[config.mk]
export PLATFORM = sky130hd
export DESIGN_NAME = sr_flag_sequencer
export DESIGN_NICKNAME = d
export VERILOG_FILES = /design/src/rtl/sr_pkg.sv /design/src/rtl/sr_rr_arb2.sv /design/src/rtl/sr_flag_sequencer.sv
export SDC_FILE = /design/constraint.sdc
export NUM_CORES = 1
export LEC_CHECK = 0
export ABC_CLOCK_PERIOD_IN_PS = 2180
export CAP_MARGIN = 20
export CORE_MARGIN = 3
export CORE_UTILIZATION = 40
export CTS_CLUSTER_SIZE = 10
export DETAILED_ROUTE_END_ITERATION = 16
export GPL_ROUTABILITY_DRIVEN = 0
export GPL_TIMING_DRIVEN = 0
export PLACE_DENSITY_LB_ADDON = 0.3
export SETUP_SLACK_MARGIN = 0.4
export SYNTH_ARGS = -nofsm -noshare
export SYNTH_HDL_FRONTEND = slang
export SYNTH_HIERARCHICAL = 1
export SYNTH_SLANG_ARGS = --single-unit
[constraint.sdc]
create_clock -name clk -period 2.18 [get_ports clk]
set_input_delay 0.327 -clock clk [delete_from_list [all_inputs] [get_ports clk]]
set_output_delay 0.327 -clock clk [all_outputs]
set_load 0.02 [all_outputs]
[src/rtl/sr_pkg.sv]
// Shared types and constants for the SR flag sequencer: FSM states,
// command op encodings, round-robin pointer values and default sizing.
package sr_pkg;

    typedef enum logic [1:0] {
        IDLE   = 2'd0,
        DRIVE  = 2'd1,
        SETTLE = 2'd2
    } sr_state_t;

    localparam logic SR_OP_SET = 1'b1;
    localparam logic SR_OP_CLR = 1'b0;

    localparam logic RR_A = 1'b0;
    localparam logic RR_B = 1'b1;

    localparam int SR_N_FLAGS_DEF    = 8;
    localparam int SR_PULSE_CYC_DEF  = 2;
    localparam int SR_SETTLE_CYC_DEF = 1;

endpackage

[src/rtl/sr_rr_arb2.sv]
// Two-way round-robin grant: a lone requester always wins, and when both
// request, the one selected by rr_ptr wins.
module sr_rr_arb2
    import sr_pkg::*;
(
    input  logic a_valid,
    input  logic b_valid,
    input  logic rr_ptr,
    output logic gnt_a,
    output logic gnt_b
);

    // Grant selection from valids and the round-robin pointer
    always_comb begin
        gnt_a = a_valid && (!b_valid || (rr_ptr == RR_A));
        gnt_b = b_valid && (!a_valid || (rr_ptr == RR_B));
    end

endmodule

[src/rtl/sr_flag_sequencer.sv]
// Sole driver of a bank of gated SR-latch flag cells: arbitrates set/clear
// commands from two requesters into timed single-hot S/R pulses with a shadow copy.
module sr_flag_sequencer
    import sr_pkg::*;
#(
    parameter int N_FLAGS    = SR_N_FLAGS_DEF,
    parameter int PULSE_CYC  = SR_PULSE_CYC_DEF,
    parameter int SETTLE_CYC = SR_SETTLE_CYC_DEF,
    // One extra code point so out-of-range indices can be expressed and flagged
    localparam int IDX_W     = $clog2(N_FLAGS + 1)
)
(
    input  logic               clk,
    input  logic               rst_n,
    input  logic               a_valid,
    input  logic               a_op,
    input  logic [IDX_W-1:0]   a_idx,
    output logic               a_ready,
    input  logic               b_valid,
    input  logic               b_op,
    input  logic [IDX_W-1:0]   b_idx,
    output logic               b_ready,
    output logic [N_FLAGS-1:0] sr_s,
    output logic [N_FLAGS-1:0] sr_r,
    output logic               sr_en,
    output logic [N_FLAGS-1:0] flags,
    output logic               busy,
    output logic               idx_err
);

    localparam int               CNT_W     = $clog2(PULSE_CYC + SETTLE_CYC + 1);
    localparam logic [IDX_W-1:0] IDX_LIMIT = IDX_W'(N_FLAGS);

    function automatic logic [N_FLAGS-1:0] idx_to_mask(input logic [IDX_W-1:0] idx);
        logic [N_FLAGS-1:0] m;
        m = '0;
        for (int i = 0; i < N_FLAGS; i++) begin
            m[i] = (idx == IDX_W'(i));
        end
        return m;
    endfunction

    sr_state_t          state_r, state_s;
    logic [CNT_W-1:0]   cnt_r, cnt_s;
    logic               op_r, op_s;
    logic [N_FLAGS-1:0] sel_r, sel_s;
    logic               rr_ptr_r, rr_ptr_s;
    logic [N_FLAGS-1:0] set_pins_r, set_pins_s;
    logic [N_FLAGS-1:0] clr_pins_r, clr_pins_s;
    logic               en_r, en_s;
    logic [N_FLAGS-1:0] flags_r, flags_s;
    logic               busy_r, busy_s;
    logic               idx_err_r, idx_err_s;

    logic               gnt_a_s, gnt_b_s;
    logic               acc_s;
    logic               acc_op_s;
    logic [IDX_W-1:0]   acc_idx_s;
    logic [N_FLAGS-1:0] acc_mask_s;

    sr_rr_arb2 u_arb (
        .a_valid (a_valid),
        .b_valid (b_valid),
        .rr_ptr  (rr_ptr_r),
        .gnt_a   (gnt_a_s),
        .gnt_b   (gnt_b_s)
    );

    // Readies and the accepted command, only meaningful while idle
    always_comb begin
        a_ready    = gnt_a_s && (state_r == IDLE);
        b_ready    = gnt_b_s && (state_r == IDLE);
        acc_s      = a_ready || b_ready;
        acc_op_s   = a_ready ? a_op  : b_op;
        acc_idx_s  = a_ready ? a_idx : b_idx;
        acc_mask_s = idx_to_mask(acc_idx_s);
    end

    // Next-state, counter, pin, shadow and pointer logic
    always_comb begin
        state_s    = state_r;
        cnt_s      = cnt_r;
        op_s       = op_r;
        sel_s      = sel_r;
        rr_ptr_s   = rr_ptr_r;
        set_pins_s = '0;
        clr_pins_s = '0;
        en_s       = 1'b0;
        flags_s    = flags_r;
        idx_err_s  = 1'b0;
        case (state_r)
            IDLE: begin
                if (acc_s) begin
                    op_s  = acc_op_s;
                    sel_s = acc_mask_s;
                    if (a_valid && b_valid) begin
                        rr_ptr_s = a_ready ? RR_B : RR_A;
                    end else begin
                        rr_ptr_s = rr_ptr_r;
                    end
                    if (acc_idx_s >= IDX_LIMIT) begin
                        idx_err_s = 1'b1;
                    end else begin
                        state_s    = DRIVE;
                        cnt_s      = CNT_W'(PULSE_CYC - 1);
                        en_s       = 1'b1;
                        set_pins_s = (acc_op_s == SR_OP_SET) ? acc_mask_s : '0;
                        clr_pins_s = (acc_op_s == SR_OP_SET) ? '0 : acc_mask_s;
                    end
                end else begin
                    state_s = IDLE;
                end
            end
            DRIVE: begin
                if (cnt_r == '0) begin
                    // Pins drop here so the shadow update lines up with the first settle cycle
                    state_s = SETTLE;
                    cnt_s   = CNT_W'(SETTLE_CYC - 1);
                    flags_s = (op_r == SR_OP_SET) ? (flags_r | sel_r) : (flags_r & ~sel_r);
                end else begin
                    cnt_s      = cnt_r - CNT_W'(1);
                    en_s       = 1'b1;
                    set_pins_s = (op_r == SR_OP_SET) ? sel_r : '0;
                    clr_pins_s = (op_r == SR_OP_SET) ? '0 : sel_r;
                end
            end
            SETTLE: begin
                if (cnt_r == '0) begin
                    state_s = IDLE;
                end else begin
                    cnt_s = cnt_r - CNT_W'(1);
                end
            end
            default: begin
                state_s = IDLE;
            end
        endcase
        busy_s = (state_s != IDLE);
    end

    // State and registered outputs
    always_ff @(posedge clk or negedge rst_n) begin
        if (!rst_n) begin
            state_r    <= IDLE;
            cnt_r      <= '0;
            op_r       <= 1'b0;
            sel_r      <= '0;
            rr_ptr_r   <= RR_A;
            set_pins_r <= '0;
            clr_pins_r <= '0;
            en_r       <= 1'b0;
            flags_r    <= '0;
            busy_r     <= 1'b0;
            idx_err_r  <= 1'b0;
        end else begin
            state_r    <= state_s;
            cnt_r      <= cnt_s;
            op_r       <= op_s;
            sel_r      <= sel_s;
            rr_ptr_r   <= rr_ptr_s;
            set_pins_r <= set_pins_s;
            clr_pins_r <= clr_pins_s;
            en_r       <= en_s;
            flags_r    <= flags_s;
            busy_r     <= busy_s;
            idx_err_r  <= idx_err_s;
        end
    end

    assign sr_s    = set_pins_r;
    assign sr_r    = clr_pins_r;
    assign sr_en   = en_r;
    assign flags   = flags_r;
    assign busy    = busy_r;
    assign idx_err = idx_err_r;

endmodule
# Word level (Yosys, flattened, before mapping)
# Cells that the tools add are included.
[classes] n_addsub=1 n_eq_ne=12 muxes=33 order_cmp=1 bitwise=4 n_reduce_logical=19
[op_table] operator="$mux 8" n=11
[op_table] operator="$pmux 8 s2" n=2
[op_table] operator="$eq 4x3->1 const B" n=4
[op_table] operator="$mux 2" n=8
[op_table] operator="$pmux 2 s3" n=2
[op_table] operator="$and 8x8->8" n=1
[op_table] operator="$eq 4x2->1 const B" n=2
[op_table] operator="$mux 1" n=8
[op_table] operator="$not 8->8" n=1
[op_table] operator="$or 8x8->8" n=1
[op_table] operator="$ne 2x2->1 const B" n=3
[op_table] operator="$logic_and 1x1->1" n=5
[op_table] operator="$eq 4x1->1 const B" n=1
[op_table] operator="$ge 4x4->1 const B" n=1
[op_table] operator="$logic_not 2->1" n=2
[op_table] operator="$logic_not 4->1" n=1
[op_table] operator="$mux 4" n=1
[op_table] operator="$reduce_and 2->1" n=2
[op_table] operator="$reduce_and 4->1" n=1
[op_table] operator="$logic_or 1x1->1" n=3
[op_table] operator="$reduce_and 3->1" n=1
[op_table] operator="$reduce_bool 3->1" n=1
[op_table] operator="$eq 2x1->1 const B" n=1
[op_table] operator="$eq 2x2->1 const B" n=1
[op_table] operator="5 further kinds" n=6
[totals] word_cells=81 ff_bits=41 inputBits=14

# Longest topological paths before layout
# Gate-level depths: netlist of run 1.
[depth] depth_word=10 depth_mapped=7

# By module
# Netlist of run 1, hierarchy kept.
[modules_own_cells] mod="sr_flag_sequencer" cells_per_inst=187 instances=1 area_per_inst_um2=2010.7
[modules_own_cells] mod="sr_rr_arb2" cells_per_inst=3 instances=1 area_per_inst_um2=18.8

# Worst setup path before layout of run 1
# OpenSTA, ideal clock, no wires.
[synth_timing] path_kind="register -> register" from="reg state_r[0]" to="reg sel_r[0]" t_arrival_ns=1.442 synth_period_minus_slack_ns=1.580 path_buffers=1 setup_time_ns=0.138 path_stages_with_launch=7 path_slack_ns=0.600 path_cell_list="dfrtp_1 inv_1 ha_1 buf_2 and4bb_2 a31oi_1 o31ai_1"
[synth_between] elab_chain_cells=4
[synth_lines] element="start, declared" line_no="sr_flag_sequencer.sv:43" text="sr_state_t state_r, state_s;"
[synth_lines] element="start signal, assigned" line_no="sr_flag_sequencer.sv:156" text="state_r <= state_s;"
[synth_lines] element="$logic_not 2->1 *" line_no="sr_flag_sequencer.sv:71, sr_flag_sequencer.sv:72, sr_flag_sequencer.sv:91"
[synth_lines] element="$logic_and 1x1->1 (on tied branches)" line_no="sr_flag_sequencer.sv:71, sr_flag_sequencer.sv:72"
[synth_lines] element="$mux 4 / $logic_or 1x1->1 (equally long branches)" line_no="sr_flag_sequencer.sv:75, sr_flag_sequencer.sv:73"
[synth_lines] element="$logic_not 4->1 / $reduce_and 2->1 (equally long branches)"
[synth_lines] element="end signal, assigned" line_no="sr_flag_sequencer.sv:159" text="sel_r <= sel_s;"
[synth_lines] element="end, declared" line_no="sr_flag_sequencer.sv:46" text="logic [N_FLAGS-1:0] sel_r, sel_s;"
# Mark *: on every way between the ends. The rest lies on a longest branch, timed or not.
# A chain may end at the register's enable or synchronous reset.

# Worst setup path in the final report of run 1
[layout_timing] from="reg state_r[0]" to="out b_ready"
[layout_between] elab_chain_cells=2
[layout_lines] element="$logic_not 2->1" line_no="sr_flag_sequencer.sv:72" text="b_ready = gnt_b_s && (state_r == IDLE);"
[layout_lines] element="$logic_and 1x1->1" line_no="sr_flag_sequencer.sv:72"
[layout_lines] element="end, declared" line_no="sr_flag_sequencer.sv:22" text="output logic b_ready,"
# Every way passes these cells.

==> results of run 1 <==
-- power groups by stage --
stage / Sequential, mW / Combinational [mW] / Clock (mW)
floorplan: 1.10 / 0.693 / 0
global placement: 1.02 / 1.17 / 0
detailed placement: 1.03 / 1.18 / 0
CTS: 1.02 / 1.27 / 0.734
global route: 1.03 / 1.45 / 0.776
finish: 1.02 / 1.32 / 0.727
-- logic make-up (layout without fill, tap and decap cells) --
| family | count (synthesis) | count (layout) | synth area share [%] |
|---|---|---|---|
| multiplexers | 10 | 10 | 5.43 |
| buffers and inverters | 22 | 78 | 5.49 |
| AO/OA/AOI/OAI | 49 | 49 | 18.4 |
| AND/OR/NAND/NOR | 61 | 61 | 15.8 |
| flip-flops | 41 | 41 | 50.6 |
| adder cells (fa/ha/maj) | 7 | 7 | 4.32 |
-- final timing paths --
| check | endpoint | depth (start not counted) |
|---|---|---|
| setup reg to reg | sr_s[0]$_DFF_PN0_ | 6 |
| hold reg to reg | flip-flop | 1 |
| max in group asynchronous | cnt_r[0]$_DFFE_PN0P_ | 1 |
| hold / removal | asynchronous set/reset pin | 1 |
| min in group clk | flip-flop | 1 |
| setup / recovery | b_ready | 5 |
-- layer usage --
layer	share of wire (%)	vias to the layer above	wire length, um
li1	-	790	-
met1	44	764	1970
met2	49	47	2200
met3	5.0	8	225
met4	1.6	0	71
met5	0	-	0
-- critical path, cell delays in order (launching register included) --
cell     delay (ns)
dfrtp_1        0.40
inv_2          0.08
ha_4           0.18
buf_6          0.14
and2_1         0.16
buf_4          0.15
-- layout by cell type, fill, tap and decap left out, types with 3 or more instances in the layout --
cell | Yosys | final
nor2_1 | 3 | 3
and4b_1 | 4 | 4
nand2_1 | 38 | 37
a31oi_2 | 0 | 3
o21ai_0 | 5 | 5
and2_1 | 3 | 3
buf_2 | 2 | 3
dfrtp_1 | 41 | 41
inv_1 | 13 | 11
o31ai_1 | 25 | 25
ha_1 | 7 | 6
buf_6 | 2 | 3
clkbuf_8 | 0 | 5
clkdlybuf4s50_1 | 0 | 37
buf_4 | 3 | 10
mux2_2 | 8 | 8
-- what timing repair did --
item / in CTS / in global routing
gates resized for setup: 21 / 7
setup buffers: 4 / 2
pin swaps: 1 / 0
endpoints found under the setup margin: 32 / 22
-- cell type report --
| class | instances | share of cell area [%] |
|---|---|---|
| buffer | 9 | 2.53 |
| sequential | 41 | 37.0 |
| clock inverter | 3 | 2.35 |
| multi-input combinational | 127 | 34.6 |
| inverter | 13 | 1.76 |
| clock buffer | 5 | 2.48 |
| timing repair buffer | 48 | 16.3 |
| tap | 67 | 3.02 |
==> metrics.yaml, run 1 <==
yosys:
  async_flop_share_pct: 100
  ys_top_cells_by_count: "dfrtp_1 (41), nand2_1 (38), o31ai_1 (25)"
  yosys.area.top_type: "dfrtp_1"
  synth.area.top_cells: "dfrtp_1 (51%), o31ai_1 (9.2%), nand2_1 (7.0%)"
  synthCells: 190
  yosysMostFrequentCell: "dfrtp_1"
  syn_area_per_cell_sq_um: 10.7
  synth_top_area_share_pct: 50.6
  synth-seq-cells: 41
  synth_flop_cell: "dfrtp_1"
  syn_area_sq_um: 2030
  synth_cell_types: 41
  syn-num-nets: 211
  synth_edf_count: 0
  synth-warning-count: 6
  seq_area_frac_synth_pct: 50.6
layout:
  area_delta_synth_final_pct: 36.6
  nets: 266
  antenna_cells: 0
  finalNonFillerCells: 313
  drive_above_1_share_pct: 19.9
  final_area_sq_um: 2770
  fillCellCount: 427
  utilization_pct: 57.5
  regArea_sq_um: 1030
  multi_input_area_sq_um: 958
global_route:
  grt_pass1_vias: 1682
  grt_max_degree: 42
  antenna_found_initial: 0
  grt_use_met3_pct: 4.58
  grt.overflow.total: 0
  met2_usage_pct: 27.5
  grt.busiest_layer: "met2"
  grt_pass1_wl_mm: 7.98
  grt_usage_pct: 16.6
  grt_use_met1_pct: 20.6
status:
  run_status: "finished, final reports clean"
sta:
  totalNegativeSetupSlack_ns: 0
  period_minus_slack_ns: 1.74
  worst_hold_slack_ns: 0.149
  timing.slew.headroom_pct: 40.9
  finalMaxSlewViolations: 0
  tightest_slew_ns: 0.886
  max_freq_mhz: 575
  grt_setup_unrepaired: "true"
  period_share_pct: 79.8
  fin_skew_ns: 0.00693
  hold_violations: 0
  setup_ws_ns: 0.441
  finalSetupViolCount: 0
setup_path:
  crit_path_max_fanout: 10
  cp-start-kind: "flip-flop"
  worstSetupPathType: "flip-flop to primary output"
  r2r_start: "state_r[0]$_DFF_PN0_"
  critPathCaptureType: "primary output"
  regToRegSetupSlack_ns: 0.45
  crit_required_ns: 1.85
  cp.arrival_ns: 1.41
  crit_path_start: "state_r[0]$_DFF_PN0_"
clocking:
  root_buffer: "clkbuf_8"
  clk_pin_slew_ns: 0.08
  clk_path_buf_depth: 2
  insertion_delay_ns: 0.30
  clock_sinks: 41
  numCtsBuffers: 5
  hold_buffers: 0
  cts_tree: "done"
  htreeDepth: 2
pwr:
  power.switching_mw: 1.12
  clockPowerShare_pct: 23.7
  power_leakage_nw: 1.24
  p_int_mw: 1.94
  powerDensity_nw_per_um2: 1110
  p_total_mw: 3.07
  p_seq_share_pct: 33.1
  p_comb_share_pct: 43.2
  switching_share_pct: 36.6
  ir_worst_vdd_uv: 539
routing:
  vias_per_cell: 5.14
  drt_iter0_drc: 122
  firstDrtPassIters: 4
  route.vias.total: 1609
  postRouteAntennaNets: 0
  routed_wl_mm: 4.47
  routedWlPerCell_um: 14.3
  drc: 0
floorplanning:
  top_level_ports: 43
  die_y_um: 77.2
  rows: 25
  core_sq_um: 4820
  initial_utilization_pct: 42.1
  die_area_sq_um: 5960
  dieWidth_um: 77.2
placement:
  post-place-cells: 299
  portBuffers: 42
  place_area_sq_um: 2530
  pre_cts_slack_ns: -0.499
  post-dp-hpwl_mm: 3.07
run:
  maxCapViolations: 0
min_path:
  hp-class: "primary input to asynchronous set/reset pin"
Note: power is estimated with default switching activity, not from simulation.
==> inputs of run 2 (changes only) <==
--- a/config.mk
+++ b/config.mk
@@ -5,7 +5,7 @@
 export SDC_FILE = /design/constraint.sdc
 export NUM_CORES = 1
 export LEC_CHECK = 0
-export ABC_CLOCK_PERIOD_IN_PS = 2180
+export ABC_CLOCK_PERIOD_IN_PS = 1690
 export CAP_MARGIN = 20
 export CORE_MARGIN = 3
 export CORE_UTILIZATION = 40
==> constraint.sdc (replaced) <==
create_clock -name clk -period 1.69 [get_ports clk]
set_input_delay 0.2535 -clock clk [delete_from_list [all_inputs] [get_ports clk]]
set_output_delay 0.2535 -clock clk [all_outputs]
set_load 0.02 [all_outputs]
==> metrics.yaml, run 2 (synthesized netlist as in run 1, its figures left out) <==
clocking:
  numCtsBuffers: 5  # unchanged
  clk_pin_slew_ns: 0.09  # was 0.08 ns
  insertion_delay_ns: 0.30  # about the same
  cts_tree: "done"  # unchanged
  htreeDepth: 2  # unchanged
  clk_path_buf_depth: 2  # unchanged
  hold_buffers: 0  # unchanged
  clock_sinks: 41  # unchanged
  root_buffer: "clkbuf_8"  # unchanged
floorplanning:
  die_area_sq_um: 5960  # unchanged
  die_y_um: 77.2  # unchanged
  top_level_ports: 43  # unchanged
  rows: 25  # unchanged
  initial_utilization_pct: 42.1  # unchanged
  core_sq_um: 4820  # unchanged
  dieWidth_um: 77.2  # unchanged
global_route:
  antenna_found_initial: 0  # unchanged
  grt_max_degree: 42  # unchanged
  grt_pass1_vias: 1788  # was 1,682
  grt_usage_pct: 18.9  # was 16.6%
  grt.overflow.total: 0  # unchanged
  grt_pass1_wl_mm: 8.86  # was 7.98 mm
pwr:
  powerDensity_nw_per_um2: 1430  # was 1110 nW/um^2
  ir_worst_vdd_uv: 711  # was 539 uV
  power_leakage_nw: 1.58  # was 1.24 nW
  p_total_mw: 4.73  # was 3.07 mW
sta:
  max_freq_mhz: 611
  tightest_slew_ns: 0.899  # was 0.886 ns
  period_share_pct: 96.9
  period_minus_slack_ns: 1.64
  fin_skew_ns: 0.00828  # was 0.00693 ns
  grt_setup_unrepaired: "true"  # unchanged
  finalMaxSlewViolations: 0  # unchanged
  hold_violations: 0  # unchanged
  timing.slew.headroom_pct: 40.1  # was 40.9%
  setup_ws_ns: 0.0531  # was 0.441 ns
  worst_hold_slack_ns: 0.0786  # was 0.149 ns
  finalSetupViolCount: 0  # unchanged
setup_path:
  crit_top_cell: "buf_6"
  slowest_stage: "dfrtp_1"  # unchanged
  worstSetupPathType: "flip-flop to primary output"  # unchanged
  cp_top_family: "flip-flops"  # unchanged
  critPathCaptureType: "primary output"  # unchanged
  crit_required_ns: 1.44  # was 1.85 ns
  cp.arrival_ns: 1.38  # was 1.41 ns
  cp-start-kind: "flip-flop"  # unchanged
  timing.critical_path.buf_inv: 3  # unchanged
  crit_chain: "inv_2 -> ha_4 -> buf_6 -> and2_4 -> buf_6"  # was inv_2 -> ha_4 -> buf_6 -> and2_1 -> buf_4
  slowest_delay_ns: 0.40  # about the same
  crit_path_max_fanout: 5  # was 10
routing:
  route.vias.total: 1789  # was 1,609
  routed_wl_mm: 5.50  # was 4.47 mm
  drt_iter0_drc: 117  # was 122
  vias_per_cell: 5.34  # was 5.14
  firstDrtPassIters: 4  # unchanged
  postRouteAntennaNets: 0  # unchanged
  routedWlPerCell_um: 16.4  # was 14.3 um
  drc: 0  # unchanged
placement:
  place_area_sq_um: 2670  # was 2530 sq um
  portBuffers: 42  # unchanged
  post-dp-hpwl_mm: 3.05  # was 3.07 mm
  pre_cts_slack_ns: -0.574  # was -0.499 ns
status:
  run_status: "finished, final reports clean"  # unchanged
layout:
  fillCellCount: 371  # was 427
  antenna_cells: 0  # unchanged
  nets: 288  # was 266
  drive_above_1_share_pct: 43.7  # was 19.9%
  final_area_sq_um: 3320  # was 2770 sq um
  layout_commonest_cell: "dfrtp_1"  # unchanged
  final_cell_mix: "dfrtp_1 (41), nand2_1 (27), dlygate4sd2_1 (26)"  # was dfrtp_1 (41), nand2_1 (37), clkdlybuf4s50_1 (37)
  area_delta_synth_final_pct: 63.4  # was 36.6%
run:
  maxCapViolations: 0  # unchanged
min_path:
  hp-class: "primary input to asynchronous set/reset pin"  # unchanged
-- run 2: cell types whose count changed in the layout (fill, tap and decap cells not counted), moves of 5 or more --
cell             before  now
buf_4                10   17
nand2_2               1    8
nand2_1              37   27
o31ai_2               0   12
buf_6                 3   19
clkdlybuf4s50_1      37   10
o31ai_1              25    9
a31oi_4               0    5
dlygate4sd2_1         2   26
-- run 2: timing repair --
item                       CTS  global route
gates cloned                 3             0
buffers inserted            22             3
pin swaps                   31            23
hold endpoints to repair     0             0
setup endpoints to repair   70            45
gates resized for setup    109            22
-- run 2: where the power goes --
part | switching, mW | internal (mW)
Clock | 0.372 | 0.443
Combinational | 1.37 | 1.23
Sequential | 0.140 | 1.18
-- run 2: final cells by class --
| type | count | area (sq um) | area share, % |
|---|---|---|---|
| multi-input cells | 127 | 1320 | 39.6 |
| well taps | 67 | 83.8 | 2.53 |
| flip-flops and latches | 41 | 1030 | 30.9 |
| inverters | 13 | 51.3 | 1.55 |
| clock inverters | 3 | 43.8 | 1.32 |
| repair buffers | 70 | 637 | 19.2 |
| plain buffers | 9 | 91.3 | 2.75 |
| clock buffers | 5 | 68.8 | 2.07 |
-- run 2: path summary, 6_finish.rpt --
path                       depth (start not counted)                   end  slack [ns]            startpoint
max in group asynchronous                          1  rr_ptr_r$_DFFE_PN0P_        1.06                 rst_n
min                                                1     sr_r[6]$_DFF_PN0_        0.08                 rst_n
min reg2reg                                        1             flip-flop        0.50             flip-flop
max reg2reg                                        8     sr_s[1]$_DFF_PN0_        0.05  rr_ptr_r$_DFFE_PN0P_
min in group clk                                   3  rr_ptr_r$_DFFE_PN0P_        0.50               a_valid
max                                                5               b_ready        0.05  state_r[1]$_DFF_PN0_
-- run 2: metrics by stage --
step	TNS [ns]	std cells	utilization, %
CTS	0	332	66.5
detailed placement	-12.03	299	55.5
global placement	-36.33	299	55.6
global route	-0.0377	335	68.9
finish	0	335	68.9
floorplan	0	190	-
-- run 2: per-layer routing --
metal / track usage (%) / part of all wire, % / vias to the layer above / routed length [um]
li1: - / - / 832 / -
met1: 22.5 / 39 / 896 / 2170
met2: 33.0 / 55 / 56 / 3010
met3: 3.87 / 4.9 / 5 / 271
met4: 7.65 / 0.91 / 0 / 50
met5: 0 / 0 / - / 0
==> inputs of run 3 (changes only) <==
--- a/config.mk
+++ b/config.mk
@@ -9,6 +9,7 @@
 export CAP_MARGIN = 20
 export CORE_MARGIN = 3
 export CORE_UTILIZATION = 40
+export CTS_BUF_LIST = sky130_fd_sc_hd__clkbuf_8
 export CTS_CLUSTER_SIZE = 10
 export DETAILED_ROUTE_END_ITERATION = 16
 export GPL_ROUTABILITY_DRIVEN = 0
==> results of run 3 <==
Same layout as run 2: the final DEF is identical, and so are final timing and power.
